File: src/rtl/keypad_pkg.sv
// Shared key codes and types for the keypad operand entry block.
// Digits 0..9 map directly to their key codes; 0xE/0xF are unused.
package keypad_pkg;

    localparam logic [3:0] KEY_DIGIT_MAX = 4'h9;
    localparam logic [3:0] KEY_PLUS      = 4'hA;
    localparam logic [3:0] KEY_EQ        = 4'hB;
    localparam logic [3:0] KEY_CLR       = 4'hC;
    localparam logic [3:0] KEY_BACK      = 4'hD;

    typedef enum logic [1:0] {
        ST_A   = 2'd0,
        ST_B   = 2'd1,
        ST_RES = 2'd2
    } entry_state_t;

    typedef logic [3:0] bcd_t;

endpackage

File: src/rtl/bcd_to_bin.sv
// Combinational conversion of a packed BCD digit array to binary.
// Index 0 is the least significant digit.
module bcd_to_bin
    import keypad_pkg::*;
#(
    parameter  int DIGITS = 3,
    localparam int OPW    = $clog2(10 ** DIGITS)
) (
    input  bcd_t [DIGITS-1:0] digits_i,
    output logic [OPW-1:0]    value_o
);

    // Horner evaluation from the most significant digit down
    always_comb begin
        value_o = '0;
        for (int i = DIGITS - 1; i >= 0; i--) begin
            value_o = value_o * OPW'(10) + OPW'(digits_i[i]);
        end
    end

endmodule

File: src/rtl/keypad_operand_entry.sv
// Assembles decimal operands A and B from keypad strobes and produces A+B.
// All key effects appear one cycle after the key_valid strobe.
module keypad_operand_entry
    import keypad_pkg::*;
#(
    parameter  int DIGITS = 3,
    localparam int OPW    = $clog2(10 ** DIGITS)
) (
    input  logic           clk,
    input  logic           rst,
    input  logic [3:0]     key_code,
    input  logic           key_valid,
    output logic [OPW-1:0] operand_a,
    output logic [OPW-1:0] operand_b,
    output logic [OPW:0]   sum,
    output logic           sum_valid,
    output logic [OPW:0]   disp_value,
    output logic [1:0]     state,
    output logic [1:0]     digit_count,
    output logic           key_reject
);

    entry_state_t      state_q;
    bcd_t [DIGITS-1:0] dig_a_q;
    bcd_t [DIGITS-1:0] dig_b_q;
    logic [1:0]        count_q;
    logic [OPW:0]      sum_q;
    logic              sum_valid_q;
    logic              reject_q;

    logic              is_digit;
    logic              room_left;

    assign is_digit  = (key_code <= KEY_DIGIT_MAX);
    assign room_left = (count_q < 2'(DIGITS));

    always_ff @(posedge clk or negedge rst) begin
        if (!rst) begin
            state_q     <= ST_A;
            dig_a_q     <= '0;
            dig_b_q     <= '0;
            count_q     <= '0;
            sum_q       <= '0;
            sum_valid_q <= 1'b0;
            reject_q    <= 1'b0;
        end else begin
            sum_valid_q <= 1'b0;
            reject_q    <= 1'b0;
            if (key_valid && key_code == KEY_CLR) begin
                state_q <= ST_A;
                dig_a_q <= '0;
                dig_b_q <= '0;
                count_q <= '0;
                sum_q   <= '0;
            end else begin
                case (state_q)
                    ST_A, ST_B: begin
                        if (key_valid) begin
                            if (is_digit) begin
                                if (room_left) begin
                                    if (state_q == ST_A)
                                        dig_a_q <= {dig_a_q[DIGITS-2:0], key_code};
                                    else
                                        dig_b_q <= {dig_b_q[DIGITS-2:0], key_code};
                                    count_q <= count_q + 2'd1;
                                end else begin
                                    reject_q <= 1'b1;
                                end
                            end else if (key_code == KEY_BACK) begin
                                if (count_q != '0) begin
                                    if (state_q == ST_A)
                                        dig_a_q <= {bcd_t'(0), dig_a_q[DIGITS-1:1]};
                                    else
                                        dig_b_q <= {bcd_t'(0), dig_b_q[DIGITS-1:1]};
                                    count_q <= count_q - 2'd1;
                                end else begin
                                    reject_q <= 1'b1;
                                end
                            end else if (key_code == KEY_PLUS && state_q == ST_A
                                         && count_q != '0) begin
                                state_q <= ST_B;
                                dig_b_q <= '0;
                                count_q <= '0;
                            end else if (key_code == KEY_EQ && state_q == ST_B
                                         && count_q != '0) begin
                                sum_q       <= {1'b0, operand_a} + {1'b0, operand_b};
                                sum_valid_q <= 1'b1;
                                state_q     <= ST_RES;
                            end else begin
                                reject_q <= 1'b1;
                            end
                        end
                    end
                    ST_RES: begin
                        if (key_valid) begin
                            // A fresh digit starts a new calculation
                            if (is_digit) begin
                                dig_a_q <= {{(DIGITS-1){bcd_t'(0)}}, key_code};
                                dig_b_q <= '0;
                                sum_q   <= '0;
                                count_q <= 2'd1;
                                state_q <= ST_A;
                            end else begin
                                reject_q <= 1'b1;
                            end
                        end
                    end
                    default: begin
                        state_q <= ST_A;
                        dig_a_q <= '0;
                        dig_b_q <= '0;
                        count_q <= '0;
                        sum_q   <= '0;
                    end
                endcase
            end
        end
    end

    bcd_to_bin #(.DIGITS(DIGITS)) u_conv_a (
        .digits_i (dig_a_q),
        .value_o  (operand_a)
    );

    bcd_to_bin #(.DIGITS(DIGITS)) u_conv_b (
        .digits_i (dig_b_q),
        .value_o  (operand_b)
    );

    always_comb begin
        disp_value = '0;
        case (state_q)
            ST_A:    disp_value = {1'b0, operand_a};
            ST_B:    disp_value = {1'b0, operand_b};
            ST_RES:  disp_value = sum_q;
            default: disp_value = '0;
        endcase
    end

    assign sum         = sum_q;
    assign sum_valid   = sum_valid_q;
    assign key_reject  = reject_q;
    assign digit_count = count_q;
    assign state       = state_q;

endmodule

File: config.mk
export PLATFORM = sky130hd
export DESIGN_NAME = keypad_operand_entry
export DESIGN_NICKNAME = d
export VERILOG_FILES = /design/src/rtl/keypad_pkg.sv /design/src/rtl/bcd_to_bin.sv /design/src/rtl/keypad_operand_entry.sv
export SDC_FILE = /design/constraint.sdc
export NUM_CORES = 1
export LEC_CHECK = 0
export ABC_CLOCK_PERIOD_IN_PS = 10900
export CORE_AREA = 2 2 93 95
export CTS_CLUSTER_DIAMETER = 40
export DETAILED_ROUTE_END_ITERATION = 6
export DIE_AREA = 0 0 95 97
export PLACE_DENSITY = 0.76
export RECOVER_POWER = 50
export SYNTH_ARGS = -nofsm -noshare
export SYNTH_HDL_FRONTEND = slang
export SYNTH_HIERARCHICAL = 1
export SYNTH_SLANG_ARGS = --single-unit
File: constraint.sdc
create_clock -name clk -period 10.9 [get_ports clk]
set_input_delay 1.09 -clock clk [delete_from_list [all_inputs] [get_ports clk]]
set_output_delay 1.09 -clock clk [all_outputs]
set_load 0.1 [all_outputs]
==> reports/metrics.cfg, run 1 <==
[synthesis]
synth_edf_count = 0
synth_area_leader_cell = dfrtp_1
yosys_warnings = 6
synthTopCellsByCount = ha_1, nand2_1, dfrtp_1
synth-simple-area-share_pct = 13.27
synthMuxAreaShare_pct = 9.385
synth_compound_area_share_pct = 18.62
synth_cells = 463
synth_top_flop_cell = dfrtp_1
ys_seq_area_share_pct = 24.12
synth-xor-area-share_pct = 9.238
ys_types = 61
ys_ff_latch = 41
syn_nets = 533
async_reset_ff_share_pct = 100.0
synthAdderAreaFrac_pct = 20.12
synth_top_family_by_area = adder cells
syn_area_per_cell_um2 = 9.185
syn_area_um2 = 4253
yosys.area.top_type_share_pct = 24.12
synth_area_leaders = dfrtp_1, ha_1, mux2i_1, xnor2_1, fa_1
synthMostInstantiatedCell = ha_1

[global_routing]
grtUsageMet2_pct = 38.30
grt_pass1_wl_um = 17950
antenna_found_initial = 0
grt_pass1_vias = 3636
use_met1_pct = 34.14
gr-total-overflow = 0
grt_usage_pct = 24.17
grt_busiest_layer = met2
grtUsageMet3_pct = 3.115
grt_start_max_net_pins = 42

[floorplan]
fp.dieW_um = 95
die_height_um = 97
start_util_pct = 52.28
ioPinCount = 55
dieArea_um2 = 9215
row_count = 33
core_area_um2 = 8134

[clocking]
cts-buffers-inserted = 5
cts_tree = yes
root_buffer = clkbuf_8
postCtsSetupBuffers = 0
clk_path_buf_depth = 2
cts_sinks = 41
clk_latency_ps = 300
ctsHoldBuffers = 0
clkTransAtPathRegs_ps = 90
htree_levels = 2
post_cts_resized = 0

[setup_path]
arrival_ps = 5460
cp_slowest_stage_delay_ps = 1180
endpoint_kind = primary output
cp_common_cell = ha_1
cp-start-kind = register
worst-setup-path-type = register to primary output
startpoint = dig_a_q[11]
cp_slowest_cell = clkdlybuf4s50_1
cp_max_fo = 6
path_cells = ha_1 > ha_1 > inv_1 > fa_1 > nor4b_2 > xnor2_1 > ha_1 > ha_1 > nor2_1 > a21oi_1 > xor2_1 > nand3_1 > xnor2_1 > mux2i_1 > o21ai_0 > clkdlybuf4s50_1
r2r-start = dig_a_q[5]
crit_required_ps = 9810

[placement]
dp_hpwl_um = 7953
numPlacedInstances = 604
io_buffers = 54
gp_congestion = 0.9135

[drt]
drt_iter0_drc = 190
vias_per_cell = 5.824
wirelength_um = 10590
drcViolationCount = 0
avgRoutedWirePerCell_um = 17.31
ant_nets = 0
vias = 3564
drt_pass1_iterations = 4

[timing]
fin_skew_ps = 10.95
max_slew.worst_pin.slew_ps = 2325
min_period_over_period_pct = 60.06
rsz0062_at_grt = no
final.setup.tns_ps = 0
period_needed_ps = 6547
finalHoldViolations = 0
setup_violations = 0
final-max-slew-violation-count = 42
max_slew_margin_pct = -54.97
fmax_mhz = 152.8

[status]
status = complete, but fails checks
violations = capacitance limit, slew limit

[final_layout]
fillers = 696
antenna_cells = 0
drive_gt1_share_pct = 6.706
area_delta_synth_final_pct = 15.45
finalNetCount = 576
finalNonFillerCells = 612

[hold_path]
hp-start = sum[8]
min_path_type = register to register

[job]
drv_cap = 1

-- cell usage in the layout, fill, tap and decap left out, types with 3 or more instances in the layout --
cell,instances
ha_1,54
nand2_1,43
dfrtp_1,41
inv_1,34
clkdlybuf4s50_1,33
a21oi_1,31
nor2_1,26
o21ai_0,25
mux2i_1,23
xnor2_1,21
dlygate4sd3_1,20
xor2_1,15
a22o_1,13
mux2_2,11
nand2b_1,10
fa_1,9
nor2b_1,7
a21o_1,7
nor3_1,6
a211oi_1,6
nand3_1,6
clkbuf_8,5
mux2_4,3
a211oi_2,3
o21bai_1,3
a32o_1,3
a22oi_1,3
-- final cells by class --
type | instances | area, µm² | area share [%]
sequential | 41 | 1026 | 20.90
timing repair buffer | 55 | 538.0 | 10.96
multi-input combinational | 369 | 3000 | 61.11
clock buffer | 5 | 68.82 | 1.402
tap | 105 | 131.4 | 2.676
clock inverter | 3 | 17.52 | 0.3568
inverter | 34 | 127.6 | 2.599
-- critical path: cells and delay by family, from the launching register on --
family	cells	cell delay, ps
flops	1	470
compound gates	2	340
xor+xnor	3	730
mux	1	110
buf+inv	2	1250
fa+ha+maj	5	1650
simple gates	3	590
-- flip-flops by register name, summed over array words and instances, names as in the netlist --
| signal | cells |
|---|---|
| sum | 11 |
| key_reject | 1 |
| digit_count | 2 |
| dig_a_q | 12 |
| dig_b_q | 12 |
| state | 2 |
| sum_valid | 1 |
-- routing by layer --
layer / vias up / share of wire (%)
met5: - / 0
met4: 0 / 1.9
met3: 15 / 4.5
met2: 114 / 47
met1: 1693 / 47
li1: 1742 / -
-- through the flow --
stage               area [µm²]  setup WS [ps]  hold slack (ps)  util [%]
floorplan                 4253           2701            504.5         -
global placement          4832           4878            513.3     59.41
detailed placement        4832           4725            516.4     59.41
CTS                       4918           4366            538.2     60.47
global route              4910           4026            538.1     60.36
finish                    4910           4353            533.3     60.36
-- cells by family after synthesis --
family          count (synthesis)
xor+xnor                       40
compound gates                116
buf+inv                        53
mux                            37
flops                          41
simple gates                  113
fa+ha+maj                      63
-- final timing paths --
kind | to | slack (ps) | depth (start not counted)
worst min-delay path | sum[8] | 530 | 1
worst min register to register | sum[8] | 530 | 1
worst max register to register | sum[9] | 6310 | 15
max in group asynchronous | dig_b_q[11] | 8090 | 1
min in group asynchronous | digit_count[0] | 1480 | 1
worst max-delay path | disp_value[9] | 4350 | 16
Power of run 1 is not shown: default switching activity piles up to over one toggle a cycle in this logic, so the estimate is an artifact.
==> run 2: changes to the inputs <==
--- a/config.mk
+++ b/config.mk
@@ -5,11 +5,11 @@
 export SDC_FILE = /design/constraint.sdc
 export NUM_CORES = 1
 export LEC_CHECK = 0
-export ABC_CLOCK_PERIOD_IN_PS = 10900
-export CORE_AREA = 2 2 93 95
+export ABC_CLOCK_PERIOD_IN_PS = 5700
+export CORE_AREA = 2 2 95 97
 export CTS_CLUSTER_DIAMETER = 40
 export DETAILED_ROUTE_END_ITERATION = 6
-export DIE_AREA = 0 0 95 97
+export DIE_AREA = 0 0 97 99
 export PLACE_DENSITY = 0.76
 export RECOVER_POWER = 50
 export SYNTH_ARGS = -nofsm -noshare
==> constraint.sdc (replaced) <==
create_clock -name clk -period 5.7 [get_ports clk]
set_input_delay 0.57 -clock clk [delete_from_list [all_inputs] [get_ports clk]]
set_output_delay 0.57 -clock clk [all_outputs]
set_load 0.1 [all_outputs]
==> run 2 against run 1 <==
The flow still finishes with violations (capacitance limit, slew limit). Critical path depth is the same. Core utilization shrank 1.7 points. Global-route usage shrank 1.5 points. Non-clock buffer count is the same. Count of clock-buffer cells in the layout is the same. Wire length grew 0.15%. First-iteration DRC count shrank 12%. Die area grew 4.2%. Critical path type unchanged. Highest routed layer unchanged.
==> reports/metrics.cfg, run 2 (same netlist as run 1, synthesis figures left out) <==
[status]
status = complete, but fails checks
violations = capacitance limit, slew limit

[clocking]
clk_latency_ps = 300  ; about the same
root_buffer = clkbuf_8
post_cts_resized = 0  ; unchanged
clk_path_buf_depth = 2  ; unchanged
postCtsSetupBuffers = 0  ; unchanged
cts-buffers-inserted = 5  ; unchanged
cts_tree = yes
ctsHoldBuffers = 0  ; unchanged
clkTransAtPathRegs_ps = 90  ; about the same
htree_levels = 2  ; unchanged
cts_sinks = 41  ; unchanged

[placement]
io_buffers = 54  ; unchanged
place_area_um2 = 4886  ; +1.1%
pre_cts_ws_ps = 800.8  ; -3924 ps
gp_congestion = 0.9088  ; -0.51%
dp_hpwl_um = 8258  ; +3.8%
numPlacedInstances = 607  ; +0.50%

[timing]
rsz0062_at_grt = no
max_slew.worst_pin.slew_ps = 2255  ; -69.22 ps
max_slew_margin_pct = -50.35  ; +4.6 points
fin_skew_ps = 5.153  ; -5.795 ps
fmax_mhz = 192.9
min_period_over_period_pct = 90.94
finalHoldViolations = 0  ; unchanged
period_needed_ps = 5183
setup_violations = 0  ; unchanged
whs_ps = 527.7  ; -5.591 ps
fin_ws_ps = 516.5  ; -3837 ps
final-max-slew-violation-count = 42  ; unchanged

[final_layout]
area_delta_synth_final_pct = 17.86
most-common-layout-cells = ha_1, nand2_1, dfrtp_1, inv_1, a21oi_1
final_area_um2 = 5012  ; +2.1%
drive_gt1_share_pct = 11.64  ; +4.9 points
antenna_cells = 0  ; unchanged
finalNonFillerCells = 615  ; +0.49%
layout_commonest_cell = ha_1
finalNetCount = 576  ; unchanged
fillers = 754  ; +8.3%

[drt]
ant_nets = 0  ; unchanged
avgRoutedWirePerCell_um = 17.25  ; -0.34%
vias = 3613  ; +1.4%
drcViolationCount = 0  ; unchanged
dr_wl_met3_um = 555  ; +16%
dr_wl_met2_um = 5025  ; +1.1%
drt_pass1_iterations = 5  ; +1
drt_iter0_drc = 168  ; -12%
wirelength_met1_um = 4865  ; -1.6%
wirelength_um = 10610  ; +0.15%
vias_per_cell = 5.875  ; +0.88%
top_layer_used = met4

[floorplan]
ioPinCount = 55  ; unchanged
row_count = 34  ; +3.0%
dieArea_um2 = 9603  ; +4.2%
fp.dieW_um = 97  ; +2.1%
start_util_pct = 49.74  ; -2.5 points
core_area_um2 = 8551  ; +5.1%
die_height_um = 99  ; +2.1%

[global_routing]
grt_pass1_vias = 3628  ; -0.22%
grt_start_max_net_pins = 42  ; unchanged
grt_usage_pct = 22.71  ; -1.5 points
grt_pass1_wl_um = 17950  ; unchanged
gr-total-overflow = 0  ; unchanged
antenna_found_initial = 0  ; unchanged

[setup_path]
worst-setup-path-type = register to primary output
endpoint_kind = primary output
cp-start-kind = register
crit_required_ps = 5130  ; -4680 ps
r2r_slack_ps = 860  ; -5450 ps
arrival_ps = 4610  ; -850 ps
cp_max_fo = 6  ; unchanged

[hold_path]
min_path_type = register to register

[job]
drv_cap = 1  ; unchanged

run 2: final timing paths:
| kind | start | endpoint | depth (start not counted) |
|---|---|---|---|
| setup / recovery | dig_a_q[11] | disp_value[9] | 16 |
| hold / removal | sum[8] | sum[8] | 1 |
| setup reg to reg | dig_a_q[5] | sum[9] | 15 |
| hold reg to reg | sum[8] | sum[8] | 1 |
| max in group asynchronous | rst | state[0] | 1 |
| min in group asynchronous | rst | dig_a_q[11] | 1 |
run 2: metrics by stage:
step	TNS [ps]	utilization, %
floorplan	-623.3	-
global placement	0	57.14
detailed placement	0	57.14
CTS	0	58.71
global route	0	58.62
finish	0	58.62
run 2: layout make-up:
type / count / area [µm²] / share of cell area, %
Clock buffer: 5 / 68.82 / 1.373
Clock inverter: 3 / 65.06 / 1.298
Multi-Input combinational cell: 369 / 3080 / 61.46
Sequential cell: 41 / 1026 / 20.47
Inverter: 34 / 127.6 / 2.546
Tap cell: 108 / 135.1 / 2.696
Timing Repair Buffer: 55 / 509.2 / 10.16
run 2: per-layer routing:
| layer | global-route usage (%) | vias to the layer above |
|---|---|---|
| met4 | 5.200 | 0 |
| met2 | 37.34 | 103 |
| met1 | 31.76 | 1761 |
| met3 | 3.546 | 16 |
| li1 | - | 1733 |
| met5 | 0 | - |
run 2: critical path, cell delays in order (launching register included):
cell and delay [ps]:
dfrtp_1 470, ha_1 310, ha_1 230, inv_1 70
fa_1 460, nor4b_2 410, xnor2_1 130, ha_1 300
ha_1 330, nor2_1 60, a21oi_1 160, xor2_1 290
nand3_1 170, xnor2_2 270, mux2i_1 160, o21ai_1 190
buf_4 310
Power of run 2 is left out for the same reason.
==> run 3: changes to the inputs <==
--- a/config.mk
+++ b/config.mk
@@ -10,6 +10,8 @@
 export CTS_CLUSTER_DIAMETER = 40
 export DETAILED_ROUTE_END_ITERATION = 6
 export DIE_AREA = 0 0 97 99
+export GPL_ROUTABILITY_DRIVEN = 0
+export GPL_TIMING_DRIVEN = 1
 export PLACE_DENSITY = 0.76
 export RECOVER_POWER = 50
 export SYNTH_ARGS = -nofsm -noshare
==> run 3 against run 2 <==
The flow still finishes with violations (capacitance limit, slew limit). Flip-flop and latch count did not move. Core utilization is 0.56 points lower. Critical endpoint unchanged. Setup slack worse by 37 ps. Critical path type unchanged. Maximum frequency down 0.72%. Count of clock-buffer cells in the layout stayed put. Register-to-register slack is essentially flat. Final area decreased by 0.95%. Wire length rose by 0.34%.
==> reports/metrics.cfg, run 3 (same netlist as run 1, synthesis figures left out) <==
[global_routing]
grt_pass1_wl_um = 17660  ; -1.6%
grt_pass1_vias = 3591  ; -1.0%
grt_usage_pct = 22.44  ; -0.28 points
grt_start_max_net_pins = 42  ; unchanged
antenna_found_initial = 0  ; unchanged
gr-total-overflow = 0  ; unchanged

[final_layout]
final_util_pct = 58.06  ; -0.56 points
most-common-layout-cells = ha_1, nand2_1, dfrtp_1, inv_1, a21oi_1
finalNetCount = 576  ; unchanged
antenna_cells = 0  ; unchanged
area_delta_synth_final_pct = 16.74
finalNonFillerCells = 615  ; unchanged
layout_commonest_cell = ha_1
drive_gt1_share_pct = 11.64  ; unchanged

[clocking]
clk_path_buf_depth = 2  ; unchanged
ctsHoldBuffers = 0  ; unchanged
cts_tree = yes
clk_latency_ps = 300  ; about the same
clkTransAtPathRegs_ps = 90  ; about the same
post_cts_resized = 0  ; unchanged
htree_levels = 2  ; unchanged
cts-buffers-inserted = 5  ; unchanged
cts_sinks = 41  ; unchanged
postCtsSetupBuffers = 0  ; unchanged
root_buffer = clkbuf_8

[timing]
setup_violations = 0  ; unchanged
rsz0062_at_grt = no
period_needed_ps = 5221  ; +37.36 ps
finalHoldViolations = 0  ; unchanged
final-max-slew-violation-count = 42  ; unchanged
fmax_mhz = 191.5  ; -0.72%
max_slew_margin_pct = -54.06  ; -3.7 points
min_period_over_period_pct = 91.59  ; +0.66 points
fin_skew_ps = 8.314  ; +3.161 ps
whs_ps = 529.7  ; +1.973 ps
max_slew.worst_pin.slew_ps = 2311  ; +55.56 ps

[drt]
ant_nets = 0  ; unchanged
drt_pass1_iterations = 5  ; unchanged
avgRoutedWirePerCell_um = 17.31  ; +0.34%
wirelength_um = 10640  ; +0.34%
drt_iter0_drc = 184  ; +9.5%
vias = 3611  ; -0.055%
drcViolationCount = 0  ; unchanged
vias_per_cell = 5.872  ; about the same

[floorplan]
core_area_um2 = 8551  ; unchanged
ioPinCount = 55  ; unchanged
fp.dieW_um = 97  ; unchanged
row_count = 34  ; unchanged
dieArea_um2 = 9603  ; unchanged
start_util_pct = 49.74  ; unchanged
die_height_um = 99  ; unchanged

[setup_path]
cp_slowest_cell = dfrtp_1
cp-start-kind = register
cp_common_cell = ha_1
cpLargestDelayFamily = adder cells
arrival_ps = 4650  ; +40 ps
cp_max_fo = 6  ; unchanged
worstPathBufferInverterCount = 2  ; unchanged
path_cells = ha_1 > ha_1 > inv_1 > fa_1 > nor4b_2 > xnor2_1 > ha_1 > ha_1 > nor2_1 > a21oi_1 > xor2_1 > nand3_1 > xnor2_2 > mux2i_1 > o21ai_1 > buf_4
cp_slowest_stage_delay_ps = 470  ; about the same
endpoint_kind = primary output
worst-setup-path-type = register to primary output
crit_required_ps = 5130  ; about the same

[status]
violations = capacitance limit, slew limit
status = complete, but fails checks

[job]
drv_cap = 1  ; unchanged

[hold_path]
min_path_type = register to register

[placement]
dp_hpwl_um = 8291  ; +0.40%
io_buffers = 54  ; unchanged
numPlacedInstances = 607  ; unchanged

==> run 3: cell count changes in the layout (fill, tap and decap cells not counted) <==
cell / delta
bufinv_16: -2
clkinv_2: +1
clkinvlp_4: +1
==> run 3: path summary, 6_finish.rpt <==
kind	endpoint	from	slack, ps	cells past startpoint
max reg2reg	sum[9]	dig_a_q[5]	850	15
min reg2reg	sum[10]	sum[10]	530	1
max	disp_value[9]	dig_a_q[11]	480	16
max in group asynchronous	dig_b_q[0]	rst	3430	1
min in group asynchronous	dig_a_q[11]	rst	950	1
min	sum[10]	sum[10]	530	1
==> run 3: worst register-to-register path: stages, from the launching register on <==
cell and delay (ps):
dfrtp_1 430, ha_1 240, inv_1 70, fa_1 390, xnor2_1 260, ha_1 280, ha_1 230, inv_1 80
fa_1 480, nor3b_1 470, xnor2_2 180, ha_1 400, a211o_1 280, o21ai_0 520, o21ai_0 150, a221o_1 300
==> run 3: metal layers <==
| layer | routed length, µm | vias up | global-route usage [%] | share of wire, % |
|---|---|---|---|---|
| met5 | 0 | - | 0 | 0 |
| met4 | 241 | 0 | 7.584 | 2.3 |
| met1 | 4977 | 1762 | 30.73 | 47 |
| met3 | 468 | 14 | 2.979 | 4.4 |
| met2 | 4956 | 108 | 36.81 | 47 |
| li1 | - | 1727 | - | - |
==> run 3: stage by stage <==
stage / setup TNS (ps) / setup WS, ps / area (µm²)
CTS: 0 / 460.7 / 4972
global route: 0 / 245.1 / 4965
finish: 0 / 479.1 / 4965
floorplan: -623.3 / -623.3 / 4335
global placement: 0 / 947.4 / 4886
detailed placement: 0 / 797.1 / 4886
==> run 3: cell type report <==
| type | instances | area (µm²) |
|---|---|---|
| flip-flops and latches | 41 | 1026 |
| inverters | 34 | 127.6 |
| clock buffers | 5 | 68.82 |
| clock inverters | 3 | 17.52 |
| repair buffers | 55 | 509.2 |
| multi-input cells | 369 | 3080 |
| well taps | 108 | 135.1 |
| fillers | 755 | 3586 |
Power of run 3 is left out for the same reason.
